[config.mk]
export PLATFORM = sky130hd
export DESIGN_NAME = cart_load_arbiter
export DESIGN_NICKNAME = d
export VERILOG_FILES = /design/src/rtl/cart_load_arbiter.sv
export SDC_FILE = /design/constraint.sdc
export NUM_CORES = 1
export LEC_CHECK = 0
export CAP_MARGIN = 20
export CORE_MARGIN = 4
export CORE_UTILIZATION = 39
export CTS_BUF_LIST = sky130_fd_sc_hd__clkbuf_16
export CTS_CLUSTER_DIAMETER = 100
export DETAILED_ROUTE_END_ITERATION = 8
export PLACE_DENSITY = 0.77
export SYNTH_ARGS = -nofsm -noshare
export SYNTH_HDL_FRONTEND = slang
export SYNTH_SLANG_ARGS = --single-unit
[constraint.sdc]
create_clock -name clk -period 3.01 [get_ports clk]
set_clock_uncertainty 0.2 [all_clocks]
set_input_delay 0.301 -clock clk [delete_from_list [all_inputs] [get_ports clk]]
set_output_delay 0.301 -clock clk [all_outputs]
set_load 0.005 [all_outputs]
[src/rtl/cart_load_arbiter.sv]
// Cartridge memory port owner: arbitrates HPS ioctl downloads against CPU reads and tracks image size/valid.
// Optional build macro CART_CLEAR_EN adds a CLEAR pass that fills memory past the image with FILL.
module cart_load_arbiter #(
    parameter int         ADDR_W = 14,
    parameter logic [5:0] INDEX  = 6'd1,
    parameter logic [7:0] FILL   = 8'h00
) (
    input  logic              clk,
    input  logic              reset,
    input  logic              ioctl_download,
    input  logic [7:0]        ioctl_index,
    input  logic              ioctl_wr,
    input  logic [24:0]       ioctl_addr,
    input  logic [7:0]        ioctl_dout,
    output logic              ioctl_wait,
    input  logic              cpu_req,
    input  logic [ADDR_W-1:0] cpu_addr,
    output logic              cpu_ack,
    output logic [7:0]        cpu_rdata,
    output logic              cpu_hold,
    output logic [ADDR_W-1:0] mem_addr,
    output logic [7:0]        mem_wdata,
    output logic              mem_we,
    output logic              mem_re,
    input  logic              mem_ready,
    input  logic [7:0]        mem_rdata,
    input  logic              mem_rvalid,
    output logic [ADDR_W:0]   cart_size,
    output logic              cart_valid
);

    typedef enum logic [1:0] {
        ST_RUN   = 2'd0,
        ST_LOAD  = 2'd1,
        ST_DRAIN = 2'd2,
        ST_CLEAR = 2'd3
    } state_t;

    localparam logic [ADDR_W:0] MEM_BYTES = {1'b1, {ADDR_W{1'b0}}};

    state_t            state;
    logic              buf_v;
    logic [ADDR_W-1:0] buf_addr;
    logic [7:0]        buf_data;
    logic              outstanding;
    logic              dl_match;
    logic              load_start;
    logic              in_range;
    logic [ADDR_W:0]   wr_end;
    logic              unused_bits;
`ifdef CART_CLEAR_EN
    logic [ADDR_W:0]   clr_cnt;
`endif

    assign unused_bits = ^ioctl_index[7:6];
    assign dl_match    = ioctl_download && (ioctl_index[5:0] == INDEX);
    assign load_start  = (state == ST_RUN) && dl_match;
    assign in_range    = ~|ioctl_addr[24:ADDR_W];
    // Out-of-range bytes still grow the image size, clamped to the memory size.
    assign wr_end      = in_range ? ({1'b0, ioctl_addr[ADDR_W-1:0]} + (ADDR_W+1)'(1)) : MEM_BYTES;
    assign ioctl_wait  = buf_v;
    assign cpu_hold    = (state != ST_RUN);

    // NOTE: every output gets a default first so this block cannot infer a latch.
    always_comb begin
        mem_we    = 1'b0;
        mem_re    = 1'b0;
        mem_addr  = cpu_addr;
        mem_wdata = buf_data;
        if (!reset) begin
            if (buf_v) begin
                mem_we   = 1'b1;
                mem_addr = buf_addr;
            end
`ifdef CART_CLEAR_EN
            else if (state == ST_CLEAR) begin
                mem_we    = 1'b1;
                mem_addr  = clr_cnt[ADDR_W-1:0];
                mem_wdata = FILL;
            end
`endif
            else if ((state == ST_RUN) && cpu_req && !outstanding && !load_start) begin
                mem_re = 1'b1;
            end
        end
    end

    // NOTE: sequential state uses non-blocking assignments only, so every read sees pre-edge values.
    always_ff @(posedge clk) begin
        if (reset) begin
            state       <= ST_RUN;
            buf_v       <= 1'b0;
            buf_addr    <= '0;
            buf_data    <= '0;
            outstanding <= 1'b0;
            cpu_ack     <= 1'b0;
            cpu_rdata   <= '0;
            cart_size   <= '0;
            cart_valid  <= 1'b0;
`ifdef CART_CLEAR_EN
            clr_cnt     <= '0;
`endif
        end else begin
            cpu_ack <= 1'b0;
            if (mem_re && mem_ready) begin
                outstanding <= 1'b1;
            end
            // A read still in flight when a load starts completes silently.
            if (outstanding && mem_rvalid) begin
                outstanding <= 1'b0;
                cpu_rdata   <= mem_rdata;
                cpu_ack     <= (state == ST_RUN) && !load_start;
            end
            if (buf_v && mem_ready) begin
                buf_v <= 1'b0;
            end

            case (state)
                ST_RUN: begin
                    if (load_start) begin
                        state      <= ST_LOAD;
                        cart_size  <= '0;
                        cart_valid <= 1'b0;
                    end
                end
                ST_LOAD: begin
                    if (ioctl_wr && !buf_v) begin
                        buf_addr <= ioctl_addr[ADDR_W-1:0];
                        buf_data <= ioctl_dout;
                        buf_v    <= in_range;
                        if (wr_end > cart_size) begin
                            cart_size <= wr_end;
                        end
                    end
                    if (!ioctl_download) begin
                        state <= ST_DRAIN;
                    end
                end
                ST_DRAIN: begin
                    if (!buf_v) begin
`ifdef CART_CLEAR_EN
                        if (cart_size == MEM_BYTES) begin
                            state      <= ST_RUN;
                            cart_valid <= 1'b1;
                        end else begin
                            state   <= ST_CLEAR;
                            clr_cnt <= cart_size;
                        end
`else
                        state      <= ST_RUN;
                        cart_valid <= 1'b1;
`endif
                    end
                end
`ifdef CART_CLEAR_EN
                ST_CLEAR: begin
                    if (dl_match) begin
                        state      <= ST_LOAD;
                        cart_size  <= '0;
                        cart_valid <= 1'b0;
                    end else if (mem_ready) begin
                        clr_cnt <= clr_cnt + (ADDR_W+1)'(1);
                        if (clr_cnt == MEM_BYTES - (ADDR_W+1)'(1)) begin
                            state      <= ST_RUN;
                            cart_valid <= 1'b1;
                        end
                    end
                end
`endif
                default: state <= ST_RUN;
            endcase
        end
    end

endmodule

Word level (Yosys, flattened, before mapping)
Cells that the tools add are included.

Reduce and logical (&&, ||, !) cells: 25. $lt $le $gt $ge: 1. Bitwise operators: 1. Eq/ne operators: 8. Mux-type cells: 22. Add/sub/neg operators: 1.

Operators by type and width (number): 2-to-1 mux 15 bit (4); one-hot mux 15 bit (2 select lines) (1); 2-to-1 mux 14 bit (2); adder 14 x 1 -> 15 bit, second input constant (1); > comparator 15 bit (1); OR reduction 11 bit (1); logical AND 1 bit (10); 2-to-1 mux 1 bit (10); != test 2 bit, second input constant (5); == test 6 x 1 -> 1 bit, second input constant (1); 2-to-1 mux 2 bit (3); one-hot mux 2 bit (3 select lines) (1); AND reduction 3 bit (2); nonzero test 2 bit (3); zero test 1 bit (4); AND reduction 4 bit (1); OR reduction 2 bit (2); == test 2 x 1 -> 1 bit, second input constant (1); == test 2 bit, second input constant (1); zero test 2 bit (1); one-hot mux 1 bit (2 select lines) (1); AND reduction 2 bit (1); NOT 1 bit (1).

Flip-flop bits (word level): 51. Bits of input ports: 70. Output and inout port bits: 51.

Longest topological paths before layout
Depth after elaboration: 9. Depth in mapped cells: 12. Gate-level depth less buffers: 11.

Worst setup path after synthesis
OpenSTA, ideal clock, no wires.

Kind: input-to-reg. From: in ioctl_addr[0]. To: reg cart_size[12]. Arrival: 2.789 ns. Stages: 11. Setup slack: -0.102 ns. Data required time: 2.687 ns. Path through: ha_1 nand4_1 nor3_1 xnor2_1 nor2_1 ha_1 nand4_1 or4_1 a21oi_2 a21oi_4 mux2_1.

Longest elaborated chain between the ends: 5.

RTL lines: start, declared (RTL line 13) `input logic [24:0] ioctl_addr,`; adder 14 x 1 -> 15 bit (*) (RTL line 60) `assign wr_end = in_range ? ({1'b0, ioctl_addr[ADDR_W-1:0]} + (ADDR_W+1)'(1)) : MEM_BYTES;`; 2-to-1 mux 15 bit (*) (RTL line 60); > comparator 15 bit / 2-to-1 mux 15 bit (equally long branches) (RTL line 131) `if (wr_end > cart_size) begin`; != test 2 bit (no line) / 2-to-1 mux 15 bit (equally long branches); AND reduction 4 bit (no line) / one-hot mux 15 bit (2 select lines) (equally long branches); end signal, assigned (RTL line 132) `cart_size <= wr_end;`; end, declared (RTL line 28) `output logic [ADDR_W:0] cart_size,`.

Mark *: on every way between the ends. The rest lies on a longest branch, timed or not. The select of a mux whose other input is x is not followed. A chain may end at the register's enable or synchronous reset.

Worst setup path in the final report
From: in ioctl_addr[1]. To: reg cart_size[0].

Longest elaborated chain between the ends: 5.

RTL lines (RTL line): adder 14 x 1 -> 15 bit (60); 2-to-1 mux 15 bit (60); > comparator 15 bit (131); != test 2 bit (no line); AND reduction 4 bit (no line).

No other way between the ends.

==> results.sh <==
export IMPL_synth_top_area_cell="dfxtp_1"
export IMPL_hpwlAfterDp_um=6996
export IMPL_dr_pass1_iters=4
export IMPL_area_delta_synth_final_pct=74.74
export IMPL_worstReg2RegStart="cart_size[10]$_SDFFE_PP0P_"
export IMPL_core_um2=6982
export IMPL_worstPathRequired_ns=2.99
export IMPL_area_sequential_um2=1021
export IMPL_synth_top_cells_by_area="dfxtp_1, nand2_1, a21oi_1"
export IMPL_totalWireLength_um=9729
export IMPL_outcome="finished clean"
export IMPL_synth_edf_count=0
export IMPL_yosysSeqAreaShare_pct=35.60
export IMPL_via_count=3244
export IMPL_hold_start="ioctl_addr[3]"
export IMPL_arrival_ns=2.92
export IMPL_critPathLaunchType="input pin"
export IMPL_synth_async_reset_ratio_pct=0
export IMPL_finalMaxSlewViolations=0
export IMPL_rrSetupSlack_ns=0.66
export IMPL_finalPower_mw=1.480
export IMPL_timing_hold_violations_final=0
export IMPL_whs_ns=0.09212
export IMPL_diodes=0
export IMPL_min_path_cells=3
export IMPL_cts_tree="yes"
export IMPL_fin_area_um2=5011
export IMPL_clk_root_buffer_cell="clkbuf_16"
export IMPL_synth_nets=443
export IMPL_p_leak_nw=1.912
export IMPL_cts_num_sinks=51
export IMPL_io_buffers=118
export IMPL_drc=0
export IMPL_max_cap_violations=0
export IMPL_fin_crit_sh_pct=97.43
export IMPL_avgSynthCellArea_um2=8.033
export IMPL_clock_path_buffers=2
export IMPL_synth_distinct_cells=40
export IMPL_fillers=532
export IMPL_synth_top_cells_by_count="nand2_1, dfxtp_1, a21oi_1"
export IMPL_cellPowerDensity_nw_per_um2=295.3
export IMPL_multiInputGateArea_um2=1977
export IMPL_die_y_um=93.75
export IMPL_cts_hold_buf=0
export IMPL_synth_most_common_cell="nand2_1"
export IMPL_globalplace_congestion=0.9281
export IMPL_rows=30
export IMPL_instances_no_fill=621
export IMPL_r2r_end="cart_size[0]$_SDFFE_PP0P_"
export IMPL_antenna_found_initial=0
export IMPL_drive_above_1_share_pct=24.38
export IMPL_numCtsBuffers=5
export IMPL_placedCellCount=602
export IMPL_fmax_ghz=0.3410
export IMPL_synth_top_cell_area_share_pct=35.60
export IMPL_critPathCaptureType="register"
export IMPL_tns_ns=0
export IMPL_grt_start_max_net_pins=54
export IMPL_hold_class="input pin to register"
export IMPL_setup_viol=0
export IMPL_track_usage_pct=21.28
export IMPL_htree_levels=2
export IMPL_place_area_um2=4488
export IMPL_yosysWarnings=0
export IMPL_cp_max_fo=8
export IMPL_die_area_um2=8789
export IMPL_ant_nets=0
export IMPL_io_pins=121
export IMPL_drt_iter0_drc=120
export IMPL_syn_area_um2=2868
export IMPL_clk_pin_slew_ns=0.07
export IMPL_ys_ff_latch=51
export IMPL_grt_overflow_total=0
export IMPL_worstMarginPinSlew_ns=0.7164
export IMPL_vias_per_cell=5.224
export IMPL_initial_utilization_pct=41.08
export IMPL_die_w_um=93.75
export IMPL_max_slew_margin_rel_pct=52.24
export IMPL_holdPathEnd="buf_addr[3]$_SDFFE_PP0P_"
export IMPL_worstSkewPairLatency_ns=0.29
export IMPL_setup_worst_path_class="input pin to register"
export IMPL_post_drt_wl_per_cell_um=15.67
export IMPL_max_vdd_ir_drop_mv=0.2993
export IMPL_syn_inst=357
export IMPL_grt_pass1_vias=3251
export IMPL_r2r_cells=8
export IMPL_grt_pass1_wl_um=15260
export IMPL_synth_main_ff_cell="dfxtp_1"
export IMPL_fin_crit_ns=2.933
export IMPL_nNetsFinal=610
## area by class of cell
cell class | count | area share, %
Clock inverter | 3 | 0.3995
Timing Repair Buffer | 178 | 33.23
Tap cell | 96 | 2.397
Inverter | 22 | 1.648
Sequential cell | 51 | 20.37
Clock buffer | 5 | 2.497
Multi-Input combinational cell | 266 | 39.45
## state kept, by name, summed over array words and instances (netlist names)
name,cells
state,2
cpu_rdata,8
buf_addr,14
cpu_ack,1
outstanding,1
ioctl_wait,1
cart_size,15
cart_valid,1
mem_wdata,8
## placed cells by master (no fill, tap or decap), types with 3 or more instances in the layout
cell             instances
a21oi_1                 37
a21oi_2                  5
ha_1                    14
inv_1                   22
a2111o_1                 5
nand2b_1                11
nand3_1                 12
dlymetal6s2s_1          11
nor2b_1                  3
o31ai_2                  4
clkbuf_16                5
buf_4                   48
nand2_1                 67
nand4_1                  7
xnor2_1                  4
a21oi_4                  3
clkbuf_2                 5
dfxtp_1                 51
nor4_4                   5
or3_1                    3
mux2_2                  14
o21ai_0                  6
clkdlybuf4s50_1         97
buf_6                   11
mux2i_1                  9
nor2_1                  18
## cells by family after synthesis
| kind of cell | share of synthesized area (%) |
|---|---|
| XOR/XNOR | 2.443 |
| multiplexers | 9.424 |
| AO/OA/AOI/OAI | 14.57 |
| flip-flops | 35.60 |
| adder cells (fa/ha/maj) | 6.981 |
| AND/OR/NAND/NOR | 25.44 |
| buffers and inverters | 5.541 |
## power breakdown
group          internal (mW)  total [mW]  leakage (nW)  switching (mW)
Combinational          0.143       0.232          1.43          0.0892
Clock                  0.307       0.568        0.0674           0.260
Sequential             0.677       0.680         0.411         0.00305
Total                   1.13        1.48          1.91           0.353
## through the flow
step | utilization [%] | worst slack, ns
after CTS | 69.30 | 0.006670
after global routing | 71.77 | -0.05358
after global placement | 64.28 | -0.5709
final | 71.77 | 0.07726
after floorplan | - | 0.0002574
after detailed placement | 64.28 | -0.7046
## metal layers
layer | share of wire, % | up-vias | track usage (%) | routed length (um)
li1 | - | 1574 | - | -
met1 | 39 | 1523 | 24.79 | 3812
met2 | 49 | 126 | 37.08 | 4771
met3 | 9.2 | 21 | 6.651 | 897
met4 | 2.5 | 0 | 6.498 | 247
met5 | 0 | - | 0 | 0
## worst max-delay path by stage
stage | from | to | slack [ns]
2_1_floorplan | ioctl_addr[0] | cart_size[12]$_SDFFE_PP0P_ | 0.0003
3_3_place_gp | ioctl_addr[2] | cart_size[12]$_SDFFE_PP0P_ | -0.57
3_5_place_dp | ioctl_addr[1] | cart_size[4]$_SDFFE_PP0P_ | -0.70
4_1_cts | ioctl_addr[24] | cart_size[0]$_SDFFE_PP0P_ | 0.007
5_1_grt | ioctl_addr[3] | cart_size[2]$_SDFFE_PP0P_ | -0.05
6_report | ioctl_addr[1] | cart_size[0]$_SDFFE_PP0P_ | 0.08
## critical path, stage by stage
cell	delay (ns)
clkbuf_2	0.15
ha_4	0.15
nand4_1	0.10
buf_6	0.16
nor3_4	0.21
xnor2_2	0.15
nor2_1	0.08
ha_1	0.30
nand4_1	0.14
buf_4	0.16
or4_4	0.42
a21oi_4	0.17
a21oi_4	0.09
mux2_4	0.32
## repair_timing
item	4_1_cts	5_1_grt
setup endpoints to repair	15	15
gates resized for setup	43	44
buffers inserted	6	5
pin swaps	15	23
gates cloned	0	1
Power figures use the tool's default switching activity.
